## src/rtl/ram_bridge_pkg.sv

```systemverilog
// Shared types and constants for the request-bus to single-port RAM bridge.
package ram_bridge_pkg;

    localparam int MEM_WORDS_DEFAULT = 1024;

    typedef enum logic [0:0] {
        IDLE   = 1'b0,
        RMW_WR = 1'b1
    } state_e;

    // True when a write touches some but not all bytes and so needs read-modify-write.
    function automatic logic is_partial_be(input logic [3:0] be);
        return (be != 4'h0) && (be != 4'hF);
    endfunction

endpackage

```

## src/rtl/ram_be_merge.sv

```systemverilog
// Combinational byte-lane merge: each enabled lane takes the new byte, the rest keep the old.
module ram_be_merge (
    input  logic [31:0] old_data,
    input  logic [31:0] new_data,
    input  logic [3:0]  be,
    output logic [31:0] merged
);

    // Per-byte select between stored word and write data.
    always_comb begin
        merged = 32'h0000_0000;
        for (int i = 0; i < 4; i++) begin
            if (be[i]) begin
                merged[8*i +: 8] = new_data[8*i +: 8];
            end else begin
                merged[8*i +: 8] = old_data[8*i +: 8];
            end
        end
    end

endmodule

```

## src/rtl/ram_bus_bridge.sv

```systemverilog
// Single-outstanding request/response bridge onto a 1-cycle-latency no-change RAM,
// with read-modify-write for partial byte-enable writes and range checking.
module ram_bus_bridge
    import ram_bridge_pkg::*;
#(
    parameter int MEM_WORDS = MEM_WORDS_DEFAULT
) (
    input  logic        clk,
    input  logic        rstn,
    input  logic        req_valid,
    output logic        req_ready,
    input  logic [31:0] req_addr,
    input  logic        req_we,
    input  logic [3:0]  req_be,
    input  logic [31:0] req_wdata,
    output logic        rsp_valid,
    input  logic        rsp_ready,
    output logic [31:0] rsp_rdata,
    output logic        rsp_err,
    output logic        ram_en,
    output logic        ram_we,
    output logic [31:0] ram_addr,
    output logic [31:0] ram_di,
    input  logic [31:0] ram_dout
);

    state_e      state_r;
    logic        rsp_valid_r;
    logic        rsp_err_r;
    logic        rsp_is_read_r;
    logic [29:0] addr_r;
    logic [3:0]  be_r;
    logic [31:0] wdata_r;

    logic        req_ready_s;
    logic        accept_s;
    logic        in_range_s;
    logic [31:0] merged_s;
    logic        unused_s;

    assign unused_s = ^req_addr[1:0];

    // Gating with rstn keeps the bridge from advertising readiness while held in reset.
    assign req_ready_s = rstn && (state_r == IDLE) && (!rsp_valid_r || rsp_ready);
    assign accept_s    = req_valid && req_ready_s;
    assign in_range_s  = ({2'b00, req_addr[31:2]} < 32'(MEM_WORDS));

    assign req_ready = req_ready_s;
    assign rsp_valid = rsp_valid_r;
    assign rsp_err   = rsp_err_r;
    // RAM output is passed straight through; no access is issued while a read is pending.
    assign rsp_rdata = (rsp_valid_r && rsp_is_read_r) ? ram_dout : 32'h0000_0000;

    ram_be_merge u_merge (
        .old_data (ram_dout),
        .new_data (wdata_r),
        .be       (be_r),
        .merged   (merged_s)
    );

    // RAM port drive: accepted request in IDLE, merged write-back in RMW_WR.
    always_comb begin
        ram_en   = 1'b0;
        ram_we   = 1'b0;
        ram_addr = {req_addr[31:2], 2'b00};
        ram_di   = 32'h0000_0000;
        case (state_r)
            IDLE: begin
                if (accept_s && in_range_s) begin
                    if (!req_we) begin
                        ram_en = 1'b1;
                    end else if (req_be == 4'hF) begin
                        ram_en = 1'b1;
                        ram_we = 1'b1;
                        ram_di = req_wdata;
                    end else if (req_be != 4'h0) begin
                        ram_en = 1'b1;
                    end else begin
                        ram_en = 1'b0;
                    end
                end else begin
                    ram_en = 1'b0;
                end
            end
            RMW_WR: begin
                ram_en   = 1'b1;
                ram_we   = 1'b1;
                ram_addr = {addr_r, 2'b00};
                ram_di   = merged_s;
            end
            default: begin
                ram_en = 1'b0;
            end
        endcase
    end

    // Bridge FSM and response registers.
    always_ff @(posedge clk or negedge rstn) begin
        if (!rstn) begin
            state_r       <= IDLE;
            rsp_valid_r   <= 1'b0;
            rsp_err_r     <= 1'b0;
            rsp_is_read_r <= 1'b0;
            addr_r        <= 30'h0;
            be_r          <= 4'h0;
            wdata_r       <= 32'h0000_0000;
        end else begin
            case (state_r)
                IDLE: begin
                    if (accept_s) begin
                        if (req_we && in_range_s && is_partial_be(req_be)) begin
                            state_r       <= RMW_WR;
                            addr_r        <= req_addr[31:2];
                            be_r          <= req_be;
                            wdata_r       <= req_wdata;
                            rsp_valid_r   <= 1'b0;
                            rsp_err_r     <= 1'b0;
                            rsp_is_read_r <= 1'b0;
                        end else begin
                            rsp_valid_r   <= 1'b1;
                            rsp_err_r     <= !in_range_s;
                            rsp_is_read_r <= !req_we && in_range_s;
                        end
                    end else if (rsp_valid_r && rsp_ready) begin
                        rsp_valid_r   <= 1'b0;
                        rsp_err_r     <= 1'b0;
                        rsp_is_read_r <= 1'b0;
                    end else begin
                        rsp_valid_r <= rsp_valid_r;
                    end
                end
                RMW_WR: begin
                    state_r       <= IDLE;
                    rsp_valid_r   <= 1'b1;
                    rsp_err_r     <= 1'b0;
                    rsp_is_read_r <= 1'b0;
                end
                default: begin
                    state_r     <= IDLE;
                    rsp_valid_r <= 1'b0;
                end
            endcase
        end
    end

endmodule

```

## config.mk

```make
export PLATFORM = sky130hd
export DESIGN_NAME = ram_bus_bridge
export DESIGN_NICKNAME = d
export VERILOG_FILES = /design/src/rtl/ram_bridge_pkg.sv /design/src/rtl/ram_be_merge.sv /design/src/rtl/ram_bus_bridge.sv
export SDC_FILE = /design/constraint.sdc
export NUM_CORES = 1
export LEC_CHECK = 0
export BUFFER_PORTS_ARGS = -buffer_cell sky130_fd_sc_hd__buf_2
export CAP_MARGIN = 10
export CORE_ASPECT_RATIO = 2
export CORE_MARGIN = 2
export CORE_UTILIZATION = 49
export CTS_CLUSTER_SIZE = 40
export DETAILED_ROUTE_END_ITERATION = 10
export GPL_TIMING_DRIVEN = 0
export PLACE_DENSITY = 0.87
export REMOVE_ABC_BUFFERS = 1
export SYNTH_ARGS = -nofsm -noshare
export SYNTH_HDL_FRONTEND = slang
export SYNTH_SLANG_ARGS = --single-unit
```

## constraint.sdc

```tcl
create_clock -name clk -period 4 [get_ports clk]
set_input_delay 0 -clock clk [delete_from_list [all_inputs] [get_ports clk]]
set_output_delay 0 -clock clk [all_outputs]
set_load 0.02 [all_outputs]
```

## After elaboration in Yosys (flattened, before gate mapping)

Index checks and enable logic that the tools add are counted.

| cells by class | value |
|---|---|
| bitwise logic cells | 1 |
| reductions and logical operators | 16 |
| equality and inequality tests | 3 |
| div/mod/pow operators | 0 |
| order comparisons | 1 |
| multiply operators | 0 |
| shifts and indexed selects | 0 |
| muxes and demuxes | 32 |
| add/subtract/negate cells | 0 |

Operators with widths:

| cell | count |
|---|---|
| $mux W32 | 5 |
| $pmux W32 S2 | 1 |
| $mux W8 | 4 |
| $lt A30 B11 Y1 const B | 1 |
| $mux W1 | 16 |
| $pmux W1 S2 | 6 |
| $logic_and A1 B1 Y1 | 10 |
| $eq A4 B4 Y1 const B | 1 |
| $ne A4 B4 Y1 const B | 1 |
| $reduce_bool A4 Y1 | 1 |
| $logic_not A1 Y1 | 3 |
| $ne A3 B2 Y1 const B | 1 |
| $reduce_and A3 Y1 | 1 |
| $logic_or A1 B1 Y1 | 1 |
| $not A1 Y1 | 1 |

| storage, ports and cells | value |
|---|---|
| latch bits | 0 |
| memories kept | 0 |
| ROM bits | 0 |
| bits in writable memories | 0 |
| output and inout port bits | 101 |
| word-level logic and storage cells | 60 |
| register bits | 70 |
| input bits | 105 |

## Depth between registers and ports, before layout

| logic depth | value |
|---|---|
| depth after elaboration | 7 |
| depth in mapped cells | 6 |
| gate-level depth less buffers | 4 |

## By module

From an unflattened synthesis, not the netlist that was laid out.

| second synthesis, totals | value |
|---|---|
| cells, all modules | 322 |
| area, all modules | 4,066.4 µm² |

Modules (own cells, without submodules):

| module | area each (µm²) | times used | seq. area each (µm²) | cells each |
|---|---|---|---|---|
| ram_bus_bridge | 3,540.9 | 1 | 1,751.7 | 286 |
| ram_be_merge | 525.5 | 1 | 0.0 | 36 |

## Worst setup path before layout

No wires, ideal clock.

| timing path | value |
|---|---|
| kind | register -> register |
| from | register rsp_valid_r (netlist: rsp_valid) |
| to | register addr_r[0] |
| data required time | 3.873 ns |
| path buffers | 2 |
| stages on the path, launching flop included | 7 |
| slack | 1.911 ns |
| arrival time | 1.962 ns |
| clock period less this slack | 2.089 ns |
| library setup time | 0.127 ns |
| path through | dfrtp_1 -> nor2b_1 -> nand4bb_2 -> nor4_2 -> buf_4 -> buf_8 -> mux2_1 |

| on the way | value |
|---|---|
| word-level cells in the longest chain between the ends | 5 |

Ends and longest elaborated chain:

| item | RTL line | RTL |
|---|---|---|
| from (decl) | ram_bus_bridge.sv:28 | `logic rsp_valid_r;` |
| from (signal assigned) | ram_bus_bridge.sv:129 | `rsp_valid_r <= rsp_valid_r;` |
| $logic_not A1 Y1 | ram_bus_bridge.sv:44 | `assign req_ready_s = rstn && (state_r == IDLE) && (!rsp_valid_r \|\| rsp_ready);` |
| $logic_or A1 B1 Y1 | ram_bus_bridge.sv:44 |  |
| $logic_and A1 B1 Y1 | ram_bus_bridge.sv:44 |  |
| $logic_and A1 B1 Y1 | ram_bus_bridge.sv:45 | `assign accept_s = req_valid && req_ready_s;` |
| $reduce_and A3 Y1 (no line) | n/a |  |
| to (signal assigned) | ram_bus_bridge.sv:113 | `addr_r <= req_addr[31:2];` |
| to (decl) | ram_bus_bridge.sv:31 | `logic [29:0] addr_r;` |

No other way between the ends.
A chain may end at the register's enable or synchronous reset.

## Worst setup path after layout

| timing path | value |
|---|---|
| from | register rsp_valid_r (netlist: rsp_valid) |
| to | output ram_di[17] |

| on the way | value |
|---|---|
| word-level cells in the longest chain between the ends | 7 |

Ends and longest elaborated chain:

| item | RTL line | RTL |
|---|---|---|
| $logic_not A1 Y1 | ram_bus_bridge.sv:44 |  |
| $logic_or A1 B1 Y1 | ram_bus_bridge.sv:44 |  |
| $logic_and A1 B1 Y1 | ram_bus_bridge.sv:44 |  |
| $logic_and A1 B1 Y1 | ram_bus_bridge.sv:45 |  |
| $logic_and A1 B1 Y1 | ram_bus_bridge.sv:69 | `if (accept_s && in_range_s) begin` |
| $mux W32 | ram_bus_bridge.sv:69 |  |
| $pmux W32 S2 | ram_bus_bridge.sv:67 | `case (state_r)` |
| to (decl) | ram_bus_bridge.sv:23 | `output logic [31:0] ram_di,` |

No other way between the ends.

==> flow_metrics.tcl <==
set metrics [dict create \
    die_h_um 131 \
    vias 3892 \
    drt_iter0_drc 223 \
    final_nets 698 \
    relSlewSlack_pct 23.1 \
    slowest_delay_ns 0.79 \
    clkSinkCount 70 \
    rrSetupSlack_ns 1.11 \
    tightest_slew_ns 1.15 \
    antenna-diode-count 0 \
    postCtsHoldBufs 47 \
    wl_um 12300 \
    synth.most_common_cell "dfrtp_1" \
    clkLatencyLatePin_ns 0.33 \
    placementRows 46 \
    hpwl_um 8060 \
    cp_top_family "simple AND/OR/NAND/NOR gates" \
    fin_util_pct 73.2 \
    seq_area_frac_synth_pct 44.3 \
    grt_pass1_wl_um 17900 \
    synth_common_cells "dfrtp_1, mux2_2, and3_1, inv_1" \
    start_util_pct 50.2 \
    critPathLaunchType "flop" \
    die_area_um2 8850 \
    core_um2 7890 \
    fin_area_um2 5770 \
    hold_class "input port to flop" \
    port_buffers 201 \
    hold_path_startpoint "rsp_ready" \
    place_area_um2 5010 \
    rsz0062_at_grt "no" \
    drive_gt1_share_pct 47.1 \
    grt_start_max_net_pins 74 \
    die_w_um 67.5 \
    synth_flop_cell "dfrtp_1" \
    drtPass1Iterations 4 \
    maxCapViolCount 0 \
    synth_area_leaders "dfrtp_1, mux2_2, mux2i_1" \
    path_cells "nor2b_1 -> nor4bb_1 -> nand4_1 -> buf_8 -> o22ai_1 -> buf_2" \
    cts_buffer_depth 2 \
    clockRootBuffer "clkbuf_16" \
    r2r_start "rsp_valid" \
    final-max-slew-violation-count 0 \
    clk_pin_slew_ns 0.05 \
    startpoint "rsp_valid" \
    async_flop_share_pct 100 \
    gp_congestion 0.922 \
    synth_seq_cells 70 \
    fmax_mhz 284 \
    p_per_area_nw_per_um2 292 \
    area_growth_pct 45.9 \
    finalCritPeriodShare_pct 87.9 \
    grt_pass1_vias 3780 \
    grt_overflow 0 \
    critPathArrivalTime_ns 3.52 \
    vias_per_cell 5.62 \
    syn_area_um2 3960 \
    place_inst 631 \
    finalHoldViolCount 0 \
    tns_ns 0 \
    endpoint_kind "output pin" \
    synth_warnings 0 \
    cp_num_buf_inv 2 \
    ios 206 \
    peakVddDrop_mv 0.296 \
    cts_tree "done" \
    cts_setup_buffers 0 \
    setup_viol 0 \
    synth.avg_cell_area_um2 11.1 \
    leakagePower_uw 0.00324 \
    cpMaxStageDelayCell "nand4_1" \
    cp_data_required_time_ns 4.00 \
    drc 0 \
    clock_skew_ns 0.00473 \
    synth_cell_types 33 \
    synth_top_area_share_pct 44.3 \
    synth_area_leader_cell "dfrtp_1" \
    path_class "flop to output pin" \
    outcome "completed" \
    min_period_ns 3.52 \
    antenna_found_initial 0 \
    synth_edf_count 0 \
    ant_nets 0 \
    critPathMaxFanout 35 \
    final_cells 693 \
    cts-buffers-inserted 9 \
    syn_inst 357 \
    drt-wirelength-per-cell_um 17.7 \
    gr-usage-all-layers_pct 27.1 \
    ctsHtreeMaxLevel 3 \
    cts_resized 0 \
]
report_power, final:
| part | leakage (uW) | internal (uW) | switching, uW | total [uW] |
|---|---|---|---|---|
| registers | 0.000973 | 711 | 10.4 | 722 |
| logic | 0.00213 | 105 | 106 | 211 |
| clock network | 0.000142 | 484 | 270 | 754 |
cells by family (layout without fill, tap and decap cells):
group / Yosys count / in the layout / share of synthesized area [%]
AO/OA/AOI/OAI: 38 / 38 / 6.17
buffers and inverters: 63 / 302 / 6.96
flip-flops: 70 / 70 / 44.3
multiplexers: 108 / 108 / 29.7
other: 1 / 2 / 0.0948
AND/OR/NAND/NOR: 77 / 77 / 12.8
metrics by stage:
step	total power (uW)	setup WS, ns	hold slack, ns
floorplan	798	-1.29	-0.296
global placement	896	-3.20	0.229
detailed placement	904	0.576	0.188
CTS	1700	0.273	0.0262
global route	1750	0.259	0.0601
finish	1690	0.483	0.0413
flip-flops by register name (all words and copies together) (netlist names):
signal / cells
wdata_r: 32
addr_r: 30
be_r: 4
rsp_err: 1
rsp_is_read_r: 1
rsp_valid: 1
state_r: 1
per-layer routing:
layer,vias to the layer above,global-route usage [%],wire [um]
met5,-,0,0
met4,0,18.1,533
met3,42,5.98,678
met2,180,47.3,6710
met1,1921,28.0,4370
li1,1749,-,-
worst min-delay path: cells and delay by family:
family	cells	cell delay [ns]
AOI/OAI and AO/OA	1	0.08
buffers and inverters	1	0.10
and+or+nand+nor	2	0.15
cell type report:
cell class                 instances  area (um^2)
fill                             549         2110
tap                               96          120
inverter                          34          128
sequential                        70         1750
clock buffer                      15          288
timing repair buffer             253         1540
multi-input combinational        225         1940
cells in the final DEF (no fill, tap or decap), drive strengths merged, types with 7 or more instances in the layout:
cell | Yosys | routed
and3 | 33 | 33
mux2 | 76 | 76
nor4 | 7 | 7
buf | 16 | 206
o22ai | 32 | 32
dlygate4sd3 | 0 | 47
inv | 33 | 33
clkbuf | 13 | 15
nor2b | 21 | 21
mux2i | 32 | 32
dfrtp | 70 | 70
path summary, 6_finish.rpt:
| kind | depth (start not counted) | to |
|---|---|---|
| worst max-delay path | 6 | ram_di[17] |
| worst min-delay path | 4 | rsp_valid |
| worst max register to register | 6 | wdata_r[11] |
| worst min register to register | 1 | rsp_err |
| max in group asynchronous | 2 | state_r |
| min in group asynchronous | 2 | addr_r[16] |
(Power assumes the default switching activity.)
